### src/rtl/systolic_sweep_driver.sv
// Initiator for a combinational systolic array: drives row/column operands, waits a
// settle interval, samples the array output and returns it over valid/ready.
module systolic_sweep_driver #(
    parameter int ROW    = 4,
    parameter int COLUMN = 11,
    parameter int SETTLE = 2
) (
    input  logic                  clk,
    input  logic                  reset,
    input  logic                  start,
    input  logic                  mode,
    input  logic [ROW+COLUMN-1:0] vec_in,
    output logic [ROW-1:0]        arr_row,
    output logic [COLUMN-1:0]     arr_col,
    input  logic                  arr_out,
    output logic                  res_valid,
    input  logic                  res_ready,
    output logic                  res_bit,
    output logic [ROW+COLUMN-1:0] res_vec,
    output logic                  busy,
    output logic                  done,
    output logic [ROW+COLUMN:0]   ones_count,
    output logic [15:0]           signature
);

    localparam int VW = ROW + COLUMN;
    localparam int CW = (SETTLE > 1) ? $clog2(SETTLE) : 1;
    localparam logic [CW-1:0] CNT_LOAD = CW'(SETTLE - 1);

    typedef enum logic [1:0] {
        S_IDLE   = 2'd0,
        S_SETTLE = 2'd1,
        S_RESP   = 2'd2,
        S_DONE   = 2'd3
    } state_t;

    state_t        state_q, state_d;
    logic [VW-1:0] vec_q, vec_d;
    logic          mode_q, mode_d;
    logic [CW-1:0] cnt_q, cnt_d;
    logic          res_bit_q, res_bit_d;
    logic [VW-1:0] res_vec_q, res_vec_d;
    logic          res_valid_q, res_valid_d;
    logic [VW:0]   ones_q, ones_d;
    logic [15:0]   sig_q, sig_d;
    logic          handshake;
    logic          last_vec;

    // Serial-input MISR, feedback polynomial taps 0x002D.
    function automatic logic [15:0] misr_next(input logic [15:0] sig, input logic b);
        return {sig[14:0], 1'b0} ^ (sig[15] ? 16'h002D : 16'h0000) ^ {15'b0, b};
    endfunction

    always_ff @(posedge clk) begin
        if (reset) begin
            state_q     <= S_IDLE;
            vec_q       <= '0;
            mode_q      <= 1'b0;
            cnt_q       <= '0;
            res_bit_q   <= 1'b0;
            res_vec_q   <= '0;
            res_valid_q <= 1'b0;
            ones_q      <= '0;
            sig_q       <= '0;
        end else begin
            state_q     <= state_d;
            vec_q       <= vec_d;
            mode_q      <= mode_d;
            cnt_q       <= cnt_d;
            res_bit_q   <= res_bit_d;
            res_vec_q   <= res_vec_d;
            res_valid_q <= res_valid_d;
            ones_q      <= ones_d;
            sig_q       <= sig_d;
        end
    end

    assign handshake = res_valid_q & res_ready;
    // A sweep ends on the all-ones vector, so vec never wraps.
    assign last_vec  = ~mode_q | (&vec_q);

    always_comb begin
        state_d     = state_q;
        vec_d       = vec_q;
        mode_d      = mode_q;
        cnt_d       = cnt_q;
        res_bit_d   = res_bit_q;
        res_vec_d   = res_vec_q;
        res_valid_d = res_valid_q;
        ones_d      = ones_q;
        sig_d       = sig_q;
        case (state_q)
            S_IDLE: begin
                if (start) begin
                    vec_d   = mode ? '0 : vec_in;
                    mode_d  = mode;
                    ones_d  = '0;
                    sig_d   = '0;
                    cnt_d   = CNT_LOAD;
                    state_d = S_SETTLE;
                end
            end
            S_SETTLE: begin
                if (cnt_q != '0) begin
                    cnt_d = cnt_q - 1'b1;
                end else begin
                    res_bit_d   = arr_out;
                    res_vec_d   = vec_q;
                    res_valid_d = 1'b1;
                    state_d     = S_RESP;
                end
            end
            S_RESP: begin
                if (handshake) begin
                    res_valid_d = 1'b0;
                    ones_d      = ones_q + {{VW{1'b0}}, res_bit_q};
                    sig_d       = misr_next(sig_q, res_bit_q);
                    if (last_vec) begin
                        state_d = S_DONE;
                    end else begin
                        vec_d   = vec_q + 1'b1;
                        cnt_d   = CNT_LOAD;
                        state_d = S_SETTLE;
                    end
                end
            end
            S_DONE:  state_d = S_IDLE;
            default: state_d = S_IDLE;
        endcase
    end

    always_comb begin
        busy = (state_q != S_IDLE);
        done = (state_q == S_DONE);
    end

    assign arr_row    = vec_q[ROW-1:0];
    assign arr_col    = vec_q[VW-1:ROW];
    assign res_valid  = res_valid_q;
    assign res_bit    = res_bit_q;
    assign res_vec    = res_vec_q;
    assign ones_count = ones_q;
    assign signature  = sig_q;

endmodule

### config.mk
export PLATFORM = sky130hd
export DESIGN_NAME = systolic_sweep_driver
export DESIGN_NICKNAME = d
export VERILOG_FILES = /design/src/rtl/systolic_sweep_driver.sv
export SDC_FILE = /design/constraint.sdc
export NUM_CORES = 1
export LEC_CHECK = 0
export BUFFER_PORTS_ARGS = -buffer_cell sky130_fd_sc_hd__clkbuf_2
export CAP_MARGIN = 30
export CORE_ASPECT_RATIO = 1.75
export CORE_MARGIN = 2
export CORE_UTILIZATION = 47
export CTS_CLUSTER_SIZE = 40
export DETAILED_ROUTE_END_ITERATION = 8
export PLACE_DENSITY = 0.76
export SLEW_MARGIN = 20
export SYNTH_ARGS = -nofsm -noshare
export SYNTH_HDL_FRONTEND = slang
export SYNTH_SLANG_ARGS = --single-unit
### constraint.sdc
create_clock -name clk -period 1.8 [get_ports clk]
set_input_delay 0.27 -clock clk [delete_from_list [all_inputs] [get_ports clk]]
set_output_delay 0.27 -clock clk [all_outputs]
set_load 0.01 [all_outputs]
==> flow_summary.json, run 1 <==
{
  "power.density_nw_per_um2": 913,
  "r2r.worst_path.cells": 6,
  "synth_seq_cells": 68,
  "grt_max_degree": 35,
  "multi_input_area_um2": 1630,
  "grt-ovfl-total": 0,
  "criticalPathCategory": "flip-flop to flip-flop",
  "combPwrFrac_pct": 15.3,
  "slew_viol_final": 0,
  "die_y_um": 111,
  "core_region_area_um2": 6440,
  "arrival_ns": 1.97,
  "synth.most_common_cell": "dfxtp_1",
  "finalPower_uw": 3800,
  "p_leak_uw": 0.00179,
  "seqPwrFrac_pct": 42.1,
  "path_cells": "or3b_4 > and2_4 > o31a_1 > buf_12 > a311oi_2 > nor3_1",
  "netlist_area_um2": 3080,
  "seqCellArea_um2": 1360,
  "ir_drop_mv": 0.691,
  "drtIter0Drc": 180,
  "period_needed_ns": 1.77,
  "fin_crit_sh_pct": 98.1,
  "fin_worst_skew_ns": 0.0103,
  "synthTopCellsByArea": "dfxtp_1 44%, a21oi_1 8.8%, nand2_1 7.9%",
  "clk_pin_slew_ns": 0.05,
  "cts_tree": "built",
  "clock_path_buffers": 2,
  "wirelength_mm": 8.75,
  "clkSinkCount": 68,
  "cp.depth": 6,
  "synth-main-ff-cell": "dfxtp_1",
  "area_growth_pct": 35.3,
  "crit_required_ns": 2.00,
  "antenna_found_initial": 0,
  "synth_top_area_share_pct": 44.2,
  "synth_cell_types": 44,
  "rsz0062_at_grt": "yes",
  "drive_above_1_share_pct": 33.3,
  "syn_nets": 412,
  "async_flop_share_pct": 0,
  "start_util_pct": 47.8,
  "synth_top_area_cell": "dfxtp_1",
  "min_path_type": "input pin to flip-flop",
  "p_int_uw": 2760,
  "routedWlPerCell_um": 14.9,
  "p_sw_uw": 1040,
  "drc_errors": 0,
  "row_count": 39,
  "antennaDiodeCount": 0,
  "yosys_warnings": 0,
  "cp_slowest_cell": "or3b_4",
  "cp-start-kind": "flip-flop",
  "track_usage_pct": 25.1,
  "place_hpwl_mm": 6.38,
  "die_x_um": 65.2,
  "first_pass_iters": 4,
  "worstSkewPairLatency_ns": 0.33,
  "grt_pass1_wl_mm": 14.1,
  "root_buffer": "clkbuf_16",
  "numCtsBuffers": 9,
  "netlist_instances": 388,
  "gp_congestion": 0.927,
  "grt_pass1_vias": 3053,
  "vias_per_cell": 5.44,
  "hold_depth": 3,
  "relSlewSlack_pct": 70.5,
  "critPathMaxStageDelay_ns": 0.39,
  "vias": 3191,
  "hold_violations": 0,
  "postRouteAntennaNets": 0,
  "setup_violations": 0,
  "cap_violations": 0,
  "fin_nets": 524,
  "synthTopCellsByCount": "68 x dfxtp_1, 65 x nand2_1, 54 x a21oi_1",
  "pwr-share-clk_pct": 42.6,
  "p_sw_share_pct": 27.4,
  "io_pins": 87,
  "holdWs_ns": 0.178,
  "critPathBufInv": 1,
  "status": "completed",
  "avgSynthCellArea_um2": 7.93,
  "synth-edff-count": 0,
  "path_delay_family": "simple AND/OR/NAND/NOR gates",
  "fmax_mhz": 566,
  "end_kind": "flip-flop",
  "htreeDepth": 3,
  "dieArea_um2": 7240,
  "worst_slew_pin_slew_ns": 0.439,
  "fill_cells": 582,
  "crit_fanout": 19,
  "place.port_buffers": 86,
  "yosysSeqAreaShare_pct": 44.2
}
## worst paths after layout
| kind | start | end | slack (ns) |
|---|---|---|---|
| worst max-delay path | state_q[0]$_SDFFE_PP0P_ | vec_q[11]$_SDFFE_PP0P_ | 0.03 |
| worst min-delay path | arr_out | res_bit$_SDFFE_PP0P_ | 0.18 |
| worst max register to register | state_q[0]$_SDFFE_PP0P_ | vec_q[11]$_SDFFE_PP0P_ | 0.03 |
| worst min register to register | res_vec[1]$_SDFFE_PP0P_ | res_vec[1]$_SDFFE_PP0P_ | 0.46 |
## area by class of cell
cell class | instances | area share (%)
multi-input cells | 286 | 39.2
well taps | 82 | 2.46
flip-flops and latches | 68 | 32.7
repair buffers | 129 | 18.4
clock inverters | 6 | 0.961
inverters | 6 | 0.541
clock buffers | 10 | 5.74
## kinds of logic after synthesis
family          after synthesis  share of synthesized area (%)
buf+inv                      34                           5.04
flops                        68                           44.2
simple gates                177                           26.6
compound gates               84                           16.6
fa+ha+maj                     3                           1.22
xor+xnor                     22                           6.26
## placed cells by master, fill, tap and decap left out, drive strengths merged, types with 7 or more instances in the layout
cell / synthesis / final
xor2: 19 / 19
dfxtp: 68 / 68
nand4: 8 / 8
a21oi: 54 / 54
nor2: 34 / 34
and3: 7 / 7
nor3: 10 / 10
nand3: 32 / 32
clkbuf: 22 / 96
buf: 6 / 43
nand2: 65 / 65
o21ai: 8 / 8
## worst register-to-register path, cell delays in order, from the launching register on
cell	delay, ns
dfxtp_2	0.32
or3b_4	0.39
and2_4	0.18
o31a_1	0.32
buf_12	0.17
a311oi_2	0.20
nor3_1	0.07
## stage by stage
| step | utilization, % | setup TNS (ns) | instances | worst slack (ns) | area [µm²] |
|---|---|---|---|---|---|
| final | 64.7 | 0 | 587 | 0.0336 | 4170 |
| after CTS | 63.9 | 0 | 585 | 0.0200 | 4120 |
| after global placement | 59.5 | 0 | 569 | 0.0107 | 3830 |
| after detailed placement | 59.5 | -0.00588 | 569 | -0.00588 | 3830 |
| after floorplan | - | -0.361 | 388 | -0.0546 | 3110 |
| after global routing | 64.7 | -0.0312 | 587 | -0.0226 | 4170 |
## power groups by stage
stage	Clock [µW]	Combinational (µW)	Sequential, µW
after floorplan	0	301	1660
after global placement	0	551	1630
after detailed placement	0	560	1630
after CTS	1640	566	1600
after global routing	1720	636	1610
final	1620	582	1600
## flip-flops by register name, summed over array words and instances (netlist names)
signal      cells
state_q         2
ones_count     16
mode_q          1
cnt_q           1
res_bit         1
res_valid       1
vec_q          15
signature      16
res_vec        15
## layer usage
metal / track usage, % / wire [µm]
met1: 26.4 / 3210
met2: 45.0 / 4730
met3: 6.19 / 518
met4: 12.1 / 288
met5: 0 / 0
## timing repair
action | 4_1_cts | 5_1_grt
setup endpoints to repair | 1 | 18
pin swaps | 0 | 4
gates cloned | 0 | 0
endpoints found under the hold margin | 0 | 0
buffers inserted | 0 | 2
hold buffers | 0 | 0
gates resized for setup | 1 | 11
No activity file was read; power rests on OpenSTA's default activity.
==> run 2, diff against run 1 <==
BUFFER_PORTS_ARGS = -buffer_cell sky130_fd_sc_hd__buf_2   (was -buffer_cell sky130_fd_sc_hd__clkbuf_2)
CORE_MARGIN = 3   (was 2)
==> run 2 against run 1 <==
  * The run now ends with negative setup slack left
  * Global-route usage rose by 1.8 points
  * First-iteration DRC count up 21%
  * Count of clock-buffer cells in the layout up 3
  * Power down 11%
  * Utilization grew 2.9 points
  * Register-to-register slack got worse by 0.09 ns
  * Non-clock buffer count is 13 higher
  * Clock skew fell by 0.0031 ns
  * Design area rose by 1.7%
  * Routed wire length is 12% higher
  * Clock power down 30%
  * Highest routed layer unchanged
==> flow_summary.json, run 2 (synthesis gave the netlist of run 1 again) <==
{
  "crit_required_ns": 2.09,
  "fin_util_pct": 67.5,
  "vias_per_cell": 5.44,
  "cp-start-kind": "flip-flop",
  "drive_above_1_share_pct": 35.8,
  "min_path_type": "input pin to flip-flop",
  "grt_max_degree": 28,
  "finalPower_uw": 3400,
  "end_kind": "flip-flop",
  "antenna_found_initial": 0,
  "fmax_mhz": 538,
  "ctsHoldBuffers": 0,
  "criticalPathCategory": "flip-flop to flip-flop",
  "setup_violations": 2,
  "place.port_buffers": 86,
  "start_util_pct": 49.0,
  "combPwrFrac_pct": 20.1,
  "relSlewSlack_pct": 72.5,
  "postRouteAntennaNets": 0,
  "slew_viol_final": 0,
  "clk_pin_slew_ns": 0.07,
  "final-instance-count-excl-fill": 597,
  "clkSinkCount": 68,
  "arrival_ns": 2.15,
  "numCtsBuffers": 9,
  "power.density_nw_per_um2": 803,
  "p_int_uw": 2420,
  "grt-ovfl-total": 0,
  "mostFrequentLayoutCells": "86 x buf_2, 65 x nand2_1, 63 x dfxtp_1",
  "seqPwrFrac_pct": 46.8,
  "period_needed_ns": 1.86,
  "cts_tree": "built",
  "htreeDepth": 3,
  "fin_nets": 537,
  "ir_drop_mv": 0.509,
  "wirelength_mm": 9.77,
  "p_sw_uw": 986,
  "rsz0062_at_grt": "yes",
  "setup_slack_ns": -0.0576,
  "antennaDiodeCount": 0,
  "pwr-share-clk_pct": 33.1,
  "crit_fanout": 5,
  "first_pass_iters": 4,
  "p_sw_share_pct": 29.0,
  "drc_errors": 0,
  "worst_slew_pin_slew_ns": 0.411,
  "clock_path_buffers": 2,
  "hold_violations": 0,
  "dieArea_um2": 7590,
  "cap_violations": 0,
  "routedWlPerCell_um": 16.4,
  "die_y_um": 113,
  "grt_pass1_vias": 3167,
  "dp_cells": 575,
  "fin_worst_skew_ns": 0.00726,
  "drtIter0Drc": 217,
  "place_hpwl_mm": 7.03,
  "row_count": 38,
  "violations": "negative setup slack",
  "die_x_um": 67.2,
  "gp_congestion": 0.973,
  "p_leak_uw": 0.00187,
  "grt_pass1_wl_mm": 15.3,
  "io_pins": 87,
  "status": "finished, violations left",
  "root_buffer": "clkbuf_8",
  "area_growth_pct": 37.7,
  "worstSkewPairLatency_ns": 0.35,
  "core_region_area_um2": 6280,
  "vias": 3249,
  "track_usage_pct": 26.9,
  "layout_commonest_cell": "buf_2",
  "fin_crit_sh_pct": 103
}
[run 2: cell count changes in the layout (fill, tap and decap cells not counted), sizes merged]
cell and change:
buf +99, clkbuf -83, clkinv -3, clkinvlp -1
[run 2: area by class of cell]
type	instances	area, µm²
timing repair buffer	142	898
tap	80	100
fill	567	2040
inverter	6	22.5
sequential	68	1370
multi-input combinational	286	1680
clock inverter	2	10.0
clock buffer	13	159
[run 2: per-stage QoR]
step	setup slack [ns]	hold slack, ns	cell area (µm²)	TNS, ns
after floorplan	-0.0546	0.406	3110	-0.361
after global placement	-0.140	0.443	3910	-0.922
after detailed placement	-0.182	0.446	3910	-1.32
after CTS	-0.0898	0.157	4170	-0.180
after global routing	-0.114	0.168	4240	-0.509
final	-0.0576	0.169	4240	-0.108
[run 2: path summary, 6_finish.rpt]
path / depth (start not counted) / start / endpoint / slack [ns]
worst max-delay path: 8 / state_q[0]$_SDFFE_PP0P_ / vec_q[14]$_SDFFE_PP0P_ / -0.06
worst min-delay path: 3 / arr_out / res_bit$_SDFFE_PP0P_ / 0.17
worst min register to register: 2 / res_vec[8]$_SDFFE_PP0P_ / res_vec[8]$_SDFFE_PP0P_ / 0.45
worst max register to register: 8 / state_q[0]$_SDFFE_PP0P_ / vec_q[14]$_SDFFE_PP0P_ / -0.06
[run 2: critical path, stage by stage, from the launching register on]
cell,delay [ns]
dfxtp_2,0.33
or3b_4,0.39
and2_4,0.15
o31a_1,0.31
buf_6,0.15
buf_6,0.11
buf_6,0.10
a21o_1,0.15
a21oi_2,0.10
[run 2: what timing repair did]
item	4_1_cts	5_1_grt
buffers inserted	3	4
cloned	1	0
gates resized for setup	15	13
setup endpoints to repair	16	21
pin swaps	8	10
[run 2: routing by layer]
| layer | wire length [µm] | global-route usage [%] | up-vias |
|---|---|---|---|
| li1 | - | - | 1586 |
| met1 | 3560 | 28.9 | 1507 |
| met2 | 5190 | 46.0 | 126 |
| met3 | 582 | 3.97 | 30 |
| met4 | 438 | 19.5 | 0 |
| met5 | 0 | 0 | - |
[run 2: power by group through the flow]
stage / Combinational, µW / Clock [µW] / Sequential [µW]
floorplan: 301 / 0 / 1660
global placement: 604 / 0 / 1620
detailed placement: 611 / 0 / 1620
CTS: 652 / 1150 / 1590
global route: 737 / 1220 / 1600
finish: 683 / 1130 / 1590
